## src/rtl/bcd_disp_pkg.sv

```systemverilog
// Glyphs and scan positions for the BCD result display; constants only, no timing or flow control.
// Glyphs are active-low {g,f,e,d,c,b,a}.
package bcd_disp_pkg;

   localparam logic [6:0] SEG_0     = 7'b1000000;
   localparam logic [6:0] SEG_1     = 7'b1111001;
   localparam logic [6:0] SEG_2     = 7'b0100100;
   localparam logic [6:0] SEG_3     = 7'b0110000;
   localparam logic [6:0] SEG_4     = 7'b0011001;
   localparam logic [6:0] SEG_5     = 7'b0010010;
   localparam logic [6:0] SEG_6     = 7'b0000010;
   localparam logic [6:0] SEG_7     = 7'b1111000;
   localparam logic [6:0] SEG_8     = 7'b0000000;
   localparam logic [6:0] SEG_9     = 7'b0010000;
   localparam logic [6:0] SEG_MINUS = 7'b0111111;
   localparam logic [6:0] SEG_E     = 7'b0000110;
   localparam logic [6:0] SEG_BLANK = 7'b1111111;

   typedef enum logic [1:0] {
      POS_ONES = 2'd0,
      POS_TENS = 2'd1,
      POS_SIGN = 2'd2
   } pos_t;

endpackage

```

## src/rtl/bcd_to_7seg.sv

```systemverilog
// Combinational digit-to-glyph decoder; zero latency, no backpressure.
// Codes 10..15 are not decimal digits and render as "E".
module bcd_to_7seg
   import bcd_disp_pkg::*;
(
   input  logic [3:0] digit,
   output logic [6:0] glyph
);

   always_comb begin
      glyph = SEG_E;
      case (digit)
         4'd0: glyph = SEG_0;
         4'd1: glyph = SEG_1;
         4'd2: glyph = SEG_2;
         4'd3: glyph = SEG_3;
         4'd4: glyph = SEG_4;
         4'd5: glyph = SEG_5;
         4'd6: glyph = SEG_6;
         4'd7: glyph = SEG_7;
         4'd8: glyph = SEG_8;
         4'd9: glyph = SEG_9;
         default: glyph = SEG_E;
      endcase
   end

endmodule

```

## src/rtl/bcd_result_display.sv

```systemverilog
// Captures a BCD add/sub result on load and scans it onto a 3-position seven-segment display.
// Capture 1 cycle, glyph 2 cycles after load; load accepted every cycle, no backpressure.
module bcd_result_display
   import bcd_disp_pkg::*;
#(
   parameter int SCAN_DIV = 50000,
   parameter int CNT_W    = $clog2(SCAN_DIV)
) (
   input  logic       clk,
   input  logic       rst_n,
   input  logic       load,
   input  logic       mode,
   input  logic [3:0] result,
   input  logic       cout,
   output logic [6:0] seg,
   output logic [2:0] an,
   output logic       err
);

   logic [CNT_W-1:0] cnt;
   pos_t             pos;
   logic             valid;
   logic             neg_q;
   logic             tens_q;
   logic [3:0]       ones_q;

   logic             cap_err;
   logic             cap_neg;
   logic             cap_tens;
   logic [3:0]       cap_ones;

   logic [3:0]       dec_digit;
   logic [6:0]       dec_glyph;
   logic [6:0]       glyph_nxt;
   logic [2:0]       an_nxt;
   logic             cnt_wrap;

   // An illegal result stores a non-decimal ones digit so the decoder renders "E".
   always_comb begin
      cap_err  = (result > 4'd9) || (mode && !cout && (result == 4'd0));
      cap_neg  = 1'b0;
      cap_tens = 1'b0;
      cap_ones = result;
      if (cap_err) begin
         cap_ones = 4'hE;
      end else if (!mode) begin
         cap_tens = cout;
      end else if (!cout) begin
         cap_neg  = 1'b1;
         cap_ones = 4'd10 - result;
      end
   end

   always_ff @(posedge clk) begin
      if (!rst_n) begin
         valid  <= 1'b0;
         err    <= 1'b0;
         neg_q  <= 1'b0;
         tens_q <= 1'b0;
         ones_q <= 4'd0;
      end else if (load) begin
         valid  <= 1'b1;
         err    <= cap_err;
         neg_q  <= cap_neg;
         tens_q <= cap_tens;
         ones_q <= cap_ones;
      end
   end

   assign cnt_wrap = (cnt == CNT_W'(SCAN_DIV - 1));

   always_ff @(posedge clk) begin
      if (!rst_n) begin
         cnt <= '0;
         pos <= POS_ONES;
      end else begin
         cnt <= cnt_wrap ? '0 : cnt + CNT_W'(1);
         if (cnt_wrap) begin
            case (pos)
               POS_ONES: pos <= POS_TENS;
               POS_TENS: pos <= POS_SIGN;
               default:  pos <= POS_ONES;
            endcase
         end
      end
   end

   assign dec_digit = (pos == POS_TENS) ? {3'b000, tens_q} : ones_q;

   bcd_to_7seg u_dec (
      .digit (dec_digit),
      .glyph (dec_glyph)
   );

   always_comb begin
      glyph_nxt = SEG_BLANK;
      if (valid) begin
         case (pos)
            POS_ONES: glyph_nxt = dec_glyph;
            POS_TENS: glyph_nxt = tens_q ? dec_glyph : SEG_BLANK;
            POS_SIGN: glyph_nxt = neg_q ? SEG_MINUS : SEG_BLANK;
            default:  glyph_nxt = SEG_BLANK;
         endcase
      end
   end

   always_comb begin
      an_nxt = 3'b111;
      case (pos)
         POS_ONES: an_nxt = 3'b110;
         POS_TENS: an_nxt = 3'b101;
         POS_SIGN: an_nxt = 3'b011;
         default:  an_nxt = 3'b111;
      endcase
   end

   always_ff @(posedge clk) begin
      if (!rst_n) begin
         seg <= SEG_BLANK;
         an  <= 3'b110;
      end else begin
         seg <= glyph_nxt;
         an  <= an_nxt;
      end
   end

endmodule

```

## config.mk

```make
export PLATFORM = sky130hd
export DESIGN_NAME = bcd_result_display
export DESIGN_NICKNAME = d
export VERILOG_FILES = /design/src/rtl/bcd_disp_pkg.sv /design/src/rtl/bcd_to_7seg.sv /design/src/rtl/bcd_result_display.sv
export SDC_FILE = /design/constraint.sdc
export NUM_CORES = 1
export LEC_CHECK = 0
export ABC_CLOCK_PERIOD_IN_PS = 5550
export CORE_ASPECT_RATIO = 1.1
export CORE_MARGIN = 2
export CORE_UTILIZATION = 26
export DETAILED_ROUTE_END_ITERATION = 10
export HOLD_SLACK_MARGIN = 0.15
export PLACE_DENSITY = 0.48
export SLEW_MARGIN = 10
export SYNTH_ARGS = -nofsm -noshare
export SYNTH_HDL_FRONTEND = slang
export SYNTH_HIERARCHICAL = 1
export SYNTH_SLANG_ARGS = --single-unit
export TNS_END_PERCENT = 5
```

## constraint.sdc

```tcl
create_clock -name clk -period 5.55 [get_ports clk]
set_input_delay 1.11 -clock clk [delete_from_list [all_inputs] [get_ports clk]]
set_output_delay 1.11 -clock clk [all_outputs]
set_load 0.02 [all_outputs]
```

# Word-level counts from Yosys, hierarchy flattened
# Memories as Yosys holds them, arrays and structs flattened.
# Index checks and enable logic that the tools add are counted.
op_classes:
  n_addsub: 2
  order_cmp: 1
  n_eq_ne: 3
  n_mux: 14
  bitwise: 1
  reduce_logical: 8
op_table:
  columns: ["op", "n"]
  rows:
  - ["$pmux 7 s3", 1]
  - ["$add 16x1->16 const B", 1]
  - ["$eq 16x16->1 const B", 1]
  - ["$mux 4", 4]
  - ["$mux 7", 2]
  - ["$pmux 3 s3", 1]
  - ["$mux 1", 5]
  - ["$gt 4x4->1 const B", 1]
  - ["$logic_not 4->1", 1]
  - ["$pmux 2 s2", 1]
  - ["$sub 4x4->4 const A", 1]
  - ["$eq 2x1->1 const B", 1]
  - ["$eq 2x2->1 const B", 1]
  - ["$logic_and 1x1->1", 2]
  - ["$logic_not 2->1", 1]
  - ["$reduce_and 2->1", 1]
  - ["$reduce_or 2->1", 1]
  - ["$logic_not 1->1", 1]
  - ["$logic_or 1x1->1", 1]
  - ["$not 1->1", 1]
word_totals:
  reg_bits: 36
  romBits: 112
  output_inout_bits: 11
  n_memories: 1
mem_list:
  columns: ["name", "words", "word_bits", "read_ports", "rd_ports_with_merged_regs", "wr", "line_no", "text"]
  rows:
  - ["(no name shown)", 16, 7, 1, 0, 0, "bcd_to_7seg.sv:12", "case (digit)"]

# Longest topological paths before layout
# Gate-level depths: netlist (run 1).
depth:
  word_depth: 5
  mapped_depth: 9
  depth_no_buf: 9

# Cells and area by module
# Netlist (run 1), hierarchy kept.
by_module_without_submodules:
  columns: ["module", "n_inst", "cells_per_inst", "area_per_inst_um2", "seq_area_each_um2"]
  rows:
  - ["bcd_result_display", 1, 165, 1542.7, 720.7]
  - ["bcd_to_7seg", 1, 27, 186.4, 0.0]

# Worst setup path before layout (run 1)
# No wires, ideal clock.
synth_path:
  kind: "input to register"
  start: "input result[0]"
  end: "register ones_q[1]"
  setup_ns: 0.143
  arrival_ns: 2.011
  required_time_ns: 5.407
  path_slack_ns: 3.396
  path_stages: 5
  path_buffers: 0
  cell_sequence: "inv_1 -> ha_1 -> nor3b_1 -> a221oi_1 -> a21oi_1"
synth_via:
  elab_chain_len: 4
synth_rtl:
  columns: ["element", "line_no", "text"]
  rows:
  - ["start, declared", "bcd_result_display.sv:13", "input logic [3:0] result,"]
  - ["$sub 4x4->4 / $logic_not 4->1 (equally long branches)", "bcd_result_display.sv:50, bcd_result_display.sv:40", null]
  - ["$mux 4 / $logic_and 1x1->1 (equally long branches)", "bcd_result_display.sv:48, bcd_result_display.sv:40", null]
  - ["$mux 4 / $logic_or 1x1->1 (equally long branches)", "bcd_result_display.sv:46, bcd_result_display.sv:40", null]
  - ["$mux 4 *", "bcd_result_display.sv:44", "if (cap_err) begin"]
  - ["end signal, assigned", "bcd_result_display.sv:66", "ones_q <= cap_ones;"]
  - ["end, declared", "bcd_result_display.sv:25", "logic [3:0] ones_q;"]
# Mark *: on every way between the ends. The rest lies on a longest branch, timed or not.
# A chain may end at the register's enable or synchronous reset.

# Final worst setup path (run 1)
layout_path:
  start: "input rst_n"
  end: "register seg[4]"
layout_via:
  elab_chain_len: 1
layout_rtl:
  columns: ["element", "line_no", "text"]
  rows:
  - ["start, declared", "bcd_result_display.sv:10", "input logic rst_n,"]
  - ["$reduce_and 2->1 (no source line)", null, null]
  - ["end signal, assigned", "bcd_result_display.sv:122", "seg <= glyph_nxt;"]
  - ["end, declared", "bcd_result_display.sv:15", "output logic [6:0] seg,"]
# Every way passes these cells.

==> results by group, run 1 <==
Run status
  – Status: finished clean

Floorplan
  – Cell Rows: 31
  – Initial Util: 26.5%
  – Die width: 81.8 um
  – Die ar.: 7320 sq um
  – Num ports: 20
  – Die height: 89.5 um
  – CORE AREA: 6520 sq um

Layout
  – Share of cells above drive strength 1: 5.61%
  – Fillers: 713
  – Post-route cell area: 2080 sq um
  – # diodes: 0
  – Fin cells: 296
  – Area delta synth->final: 20.4%
  – Final net count: 232
  – Fin util: 32.0%

Route
  – # DRC: 0
  – Final WL: 3240 um
  – Wire per inst: 11.0 um
  – Routed vias: 1317
  – Iter 0 DRT Violations: 34
  – Vias per inst: 4.45
  – Antenna Nets Post-Route: 0
  – DRT Pass-1 Iters: 4

Yosys
  – Yosys reg bits: 36
  – Mapped cell area: 1730 sq um
  – Syn Nets: 211
  – Mapped Avg Cell Area: 9.01 sq um
  – Post-synthesis sequential area ratio: 41.7%
  – Synth Flop Type: dfxtp_1
  – Async S/R FF share, synth: 0%
  – Yosys warnings: 6
  – Post-synth EDFFs: 0
  – Synthesized instance count: 192
  – Post-synth cell types: 39

Placement
  – Setup Slack @ Placement: 2480 ps
  – Cell total after placement: 288
  – Dpl cell area: 1970 sq um
  – Port buffer count: 19
  – Final RePlAce weighted congestion: 0.731
  – HPWL Detailed: 2370 um

Power and ir drop
  – Design Power: 0.558 mW
  – P per Cell Area: 268 nW/um^2
  – Static leakage: 0.747 nW
  – Peak VDD IR: 0.0913 mV

Setup path
  – CP bufs+invs: 1
  – Critical Path End Type: flip-flop
  – R2R Path End: cnt[10]
  – Critical Path RT: 5710 ps
  – Reg2reg setup slack: 3530 ps
  – Crit-path max cell delay: 880 ps
  – R2R depth: 5
  – Worst Setup Path Type: in2reg
  – R2R Path Start: cnt[0]
  – Crit-path cells: clkdlybuf4s50_1 -> nand2_1 -> a211oi_1 -> nand2b_1
  – Critical path's top delay family: buffers and inverters
  – Worst EP arrival: 2860 ps
  – Worst setup SP type: primary input
  – Crit path max fanout: 17
  – Slowest CP cell: clkdlybuf4s50_1

Hold path
  – Hold depth: 1
  – WHS Endpoint: valid
  – Hold path start: valid
  – HP Class: reg2reg

STA
  – Fin. max-slew vios: 0
  – Final setup skew: 5.88 ps
  – Setup TNS: 0 ps
  – Fin worst setup slack: 2850 ps
  – Worst-Margin Slew: 670 ps
  – Fin. Hold Viols: 0
  – Endpoints failing setup: 0
  – Crit share post-route: 48.7%
  – Worst slew margin: 55.1%
  – Hold_ws: 474 ps
  – Fmax: 0.370 GHz
  – Fin crit period: 2700 ps
  – Unrepaired setup endpoints after global routing: false

GRT
  – Largest net degree at the start of global routing: 18
  – First-pass GRT wire length: 5420 um
  – Grt ovf: 0
  – Total track usage: 9.63%
  – Initial antenna violation count: 0
  – Vias in the first global route: 1201

Clocking
  – Clock Latency Late Sink: 290 ps
  – Clk buf depth: 2
  – Hold_buf cts: 0
  – CTS Buf Count: 5
  – CTS Sinks: 36
  – CTS Root Cell: clkbuf_8
  – H-Tree Depth: 2
  – Post-CTS setup buffer count: 0
  – Clk slew on worst S/H paths: 80 ps
  – CTS tree: done
  – Post-CTS Resized: 0

Run
  – Total of max-cap violations: 0
[cells in the final DEF (no fill, tap or decap), types with 2 or more instances in the layout]
| cell | n |
|---|---|
| dfxtp_1 | 36 |
| nor2_1 | 21 |
| clkdlybuf4s50_1 | 19 |
| xnor2_1 | 14 |
| inv_1 | 12 |
| nand2_1 | 12 |
| a21oi_1 | 10 |
| nand2b_1 | 10 |
| ha_1 | 10 |
| nand3_1 | 7 |
| o21ai_0 | 6 |
| and2_1 | 5 |
| nor2b_1 | 5 |
| clkbuf_8 | 5 |
| nor3_1 | 4 |
| nand4_1 | 3 |
| nor4_1 | 3 |
| mux2i_1 | 3 |
| nor2_2 | 3 |
| xor2_1 | 2 |
| or4_1 | 2 |
| o32ai_1 | 2 |
| a211oi_1 | 2 |
| or2_1 | 2 |
[how the worst max path moves through the flow]
stage,from,to,slack [ps],cells after the start
6_report,rst_n,seg[4],2850,4
5_1_grt,rst_n,seg[4],2630,4
4_1_cts,rst_n,seg[4],2790,4
3_5_place_dp,rst_n,seg[4],2480,4
3_3_place_gp,rst_n,seg[0],2530,4
2_1_floorplan,result[0],ones_q[1],3400,5
[state kept, by name, indices dropped and copies added, names as in the netlist]
register and flops:
an 3, cnt 16, err 1, neg_q 1, ones_q 4, pos 2, seg 7, tens_q 1
valid 1
[where the power goes]
| part | internal [mW] | switching, mW | leakage [nW] |
|---|---|---|---|
| Combinational | 0.0280 | 0.0307 | 0.399 |
| Clock | 0.133 | 0.0951 | 0.0541 |
| Sequential | 0.267 | 0.00432 | 0.294 |
| Total | 0.428 | 0.130 | 0.747 |
[kinds of logic (layout without fill, tap and decap cells)]
kind of cell	count (synthesis)	after routing	synth area share [%]
adder cells (fa/ha/maj)	10	10	7.24
XOR/XNOR	16	16	8.10
AO/OA/AOI/OAI	27	27	9.70
multiplexers	3	3	1.74
buffers and inverters	17	39	5.57
flip-flops	36	36	41.7
AND/OR/NAND/NOR	83	83	26.0
[per-layer routing]
layer / share of wire, % / global-route usage (%) / routed length, um / vias to the layer above
met1: 48 / 12.5 / 1560 / 604
li1: - / - / - / 683
met5: 0 / 0 / 0 / -
met3: 4.3 / 2.22 / 139 / 5
met2: 46 / 14.8 / 1490 / 25
met4: 1.8 / 5.00 / 59 / 0
[cell usage after synthesis (2+ instances only)]
cell type,instances,area [sq um]
nand2_1,12,45.0
a21oi_1,10,50.1
or2_1,2,12.5
nand3_1,7,35.0
ha_1,10,125
nand4_1,3,18.8
nor3_1,4,20.0
xnor2_1,14,123
dfxtp_1,36,721
nor2_2,3,18.8
nand2b_1,10,62.6
or4_1,2,15.0
inv_1,12,45.0
and2_1,5,31.3
xor2_1,2,17.5
buf_6,2,22.5
a211oi_1,2,15.0
o32ai_1,2,17.5
nor2b_1,5,31.3
mux2i_1,3,30.0
nor4_1,3,18.8
o21ai_0,6,30.0
nor2_1,21,78.8
[area by class of cell]
type | count | area, sq um | share of cell area, %
clock buffers | 5 | 68.8 | 3.31
clock inverters | 3 | 42.5 | 2.04
inverters | 12 | 45.0 | 2.16
multi-input cells | 139 | 912 | 43.8
flip-flops and latches | 36 | 721 | 34.6
well taps | 82 | 103 | 4.93
repair buffers | 19 | 190 | 9.13
No activity file was read; power rests on OpenSTA's default activity.
==> run 2, diff against run 1 <==
- ABC_CLOCK_PERIOD_IN_PS: 5550 -> 2500
- clock period: 5.55 -> 2.5 ns (I/O delays scaled with it)
==> results by group, run 2 (synthesized netlist as in run 1, its figures left out) <==
Setup path
  – Worst Setup Path Type: reg2reg
  – Worst setup SP type: flip-flop
  – Worst Setup SP: cnt[12]
  – Critical Path End Type: flip-flop
  – Crit path max fanout: 15
  – Worst EP arrival: 2100 ps
  – Critical Path RT: 2680 ps
  – R2R Path Start: cnt[12]
  – Reg2reg setup slack: 580 ps

STA
  – Fin. max-slew vios: 0
  – Fin crit period: 1920 ps
  – Crit share post-route: 76.6%
  – Worst-Margin Slew: 433 ps
  – Setup TNS: 0 ps
  – Fin. Hold Viols: 0
  – Fmax: 0.522 GHz
  – Worst slew margin: 70.8%
  – Endpoints failing setup: 0
  – Final setup skew: 2.78 ps
  – Unrepaired setup endpoints after global routing: false

Layout
  – Top reg by flops: cnt
  – Final net count: 236
  – Fin cells: 300
  – Area delta synth->final: 21.9%
  – Largest regs: cnt (16), seg (7), ones_q (4)
  – # diodes: 0
  – Area of the multi-input gates: 912 sq um
  – Share of cells above drive strength 1: 6.88%
  – Sequential Area: 721 sq um
  – Fillers: 693
  – Most common cell after layout, fill and taps aside: dfxtp_1
  – Max FFs per register: 16
  – Most frequent cells in the layout: dfxtp_1 (36), nor2_1 (21), clkdlybuf4s50_1 (19)

Power and ir drop
  – Peak VDD IR: 0.215 mV
  – Static leakage: 0.767 nW
  – P per Cell Area: 587 nW/um^2

Floorplan
  – Die height: 89.5 um
  – CORE AREA: 6520 sq um
  – Initial Util: 26.5%
  – Cell Rows: 31
  – Die width: 81.8 um
  – Num ports: 20
  – Die ar.: 7320 sq um

GRT
  – Total track usage: 9.56%
  – Vias in the first global route: 1205
  – Grt ovf: 0
  – First-pass GRT wire length: 5430 um
  – Initial antenna violation count: 0
  – Largest net degree at the start of global routing: 17

Clocking
  – CTS Buf Count: 5
  – Clock Latency Late Sink: 280 ps
  – CTS Sinks: 36
  – H-Tree Depth: 2
  – CTS Root Cell: clkbuf_8
  – Clk slew on worst S/H paths: 70 ps
  – CTS tree: done
  – Hold_buf cts: 0
  – Post-CTS setup buffer count: 0
  – Clk buf depth: 2
  – Post-CTS Resized: 0

Placement
  – Final RePlAce weighted congestion: 0.754
  – Port buffer count: 19
  – Cell total after placement: 292
  – HPWL Detailed: 2280 um

Route
  – # DRC: 0
  – Iter 0 DRT Violations: 30
  – Wire per inst: 10.6 um
  – DRT Pass-1 Iters: 4
  – Antenna Nets Post-Route: 0
  – Vias per inst: 4.29
  – Routed vias: 1287
  – Final WL: 3180 um

Run status
  – Status: finished clean

Hold path
  – HP Class: reg2reg
  – Hold path start: valid

Run
  – Total of max-cap violations: 0
## run 2: cell types whose count changed in the layout (fill, tap and decap cells not counted)
cell        change
clkinvlp_4      -1
clkbuf_1        +1
buf_4           +4
## run 2: worst paths after layout
path | endpoint | cells after the start
worst max-delay path | cnt[11] | 4
worst min-delay path | valid | 1
worst max register to register | cnt[11] | 4
worst min register to register | valid | 1
## run 2: final cells by class
| cell class | instances | area share (%) |
|---|---|---|
| clock buffer | 6 | 3.44 |
| sequential | 36 | 34.2 |
| clock inverter | 2 | 1.66 |
| tap | 82 | 4.87 |
| timing repair buffer | 23 | 10.4 |
| inverter | 12 | 2.14 |
| multi-input combinational | 139 | 43.3 |
## run 2: critical path, cell delays in order, from the launching register on
cell	delay, ps
dfxtp_1	360
or4_1	500
or4_1	670
nand2_8	210
nor2_1	70
## run 2: routing by layer
| metal | track usage [%] | up-vias | routed length [um] |
|---|---|---|---|
| met4 | 4.55 | 0 | 44 |
| met5 | 0 | - | 0 |
| met2 | 14.5 | 18 | 1380 |
| li1 | - | 696 | - |
| met1 | 12.5 | 569 | 1620 |
| met3 | 2.63 | 4 | 136 |
## run 2: where the power goes
group	switching, mW	internal [mW]
registers	0.00932	0.592
clock network	0.207	0.296
logic	0.0683	0.0653
total	0.284	0.954
## run 2: stage by stage
step | instance area (sq um) | utilization [%] | power [mW] | worst slack (ps) | hold slack (ps)
CTS | 2110 | 32.4 | 1.26 | 557 | 461
global route | 2110 | 32.4 | 1.30 | 383 | 474
finish | 2110 | 32.4 | 1.24 | 584 | 455
floorplan | 1730 | - | 0.701 | 720 | 428
global placement | 2000 | 30.7 | 0.750 | 404 | 437
detailed placement | 2000 | 30.7 | 0.750 | 363 | 443
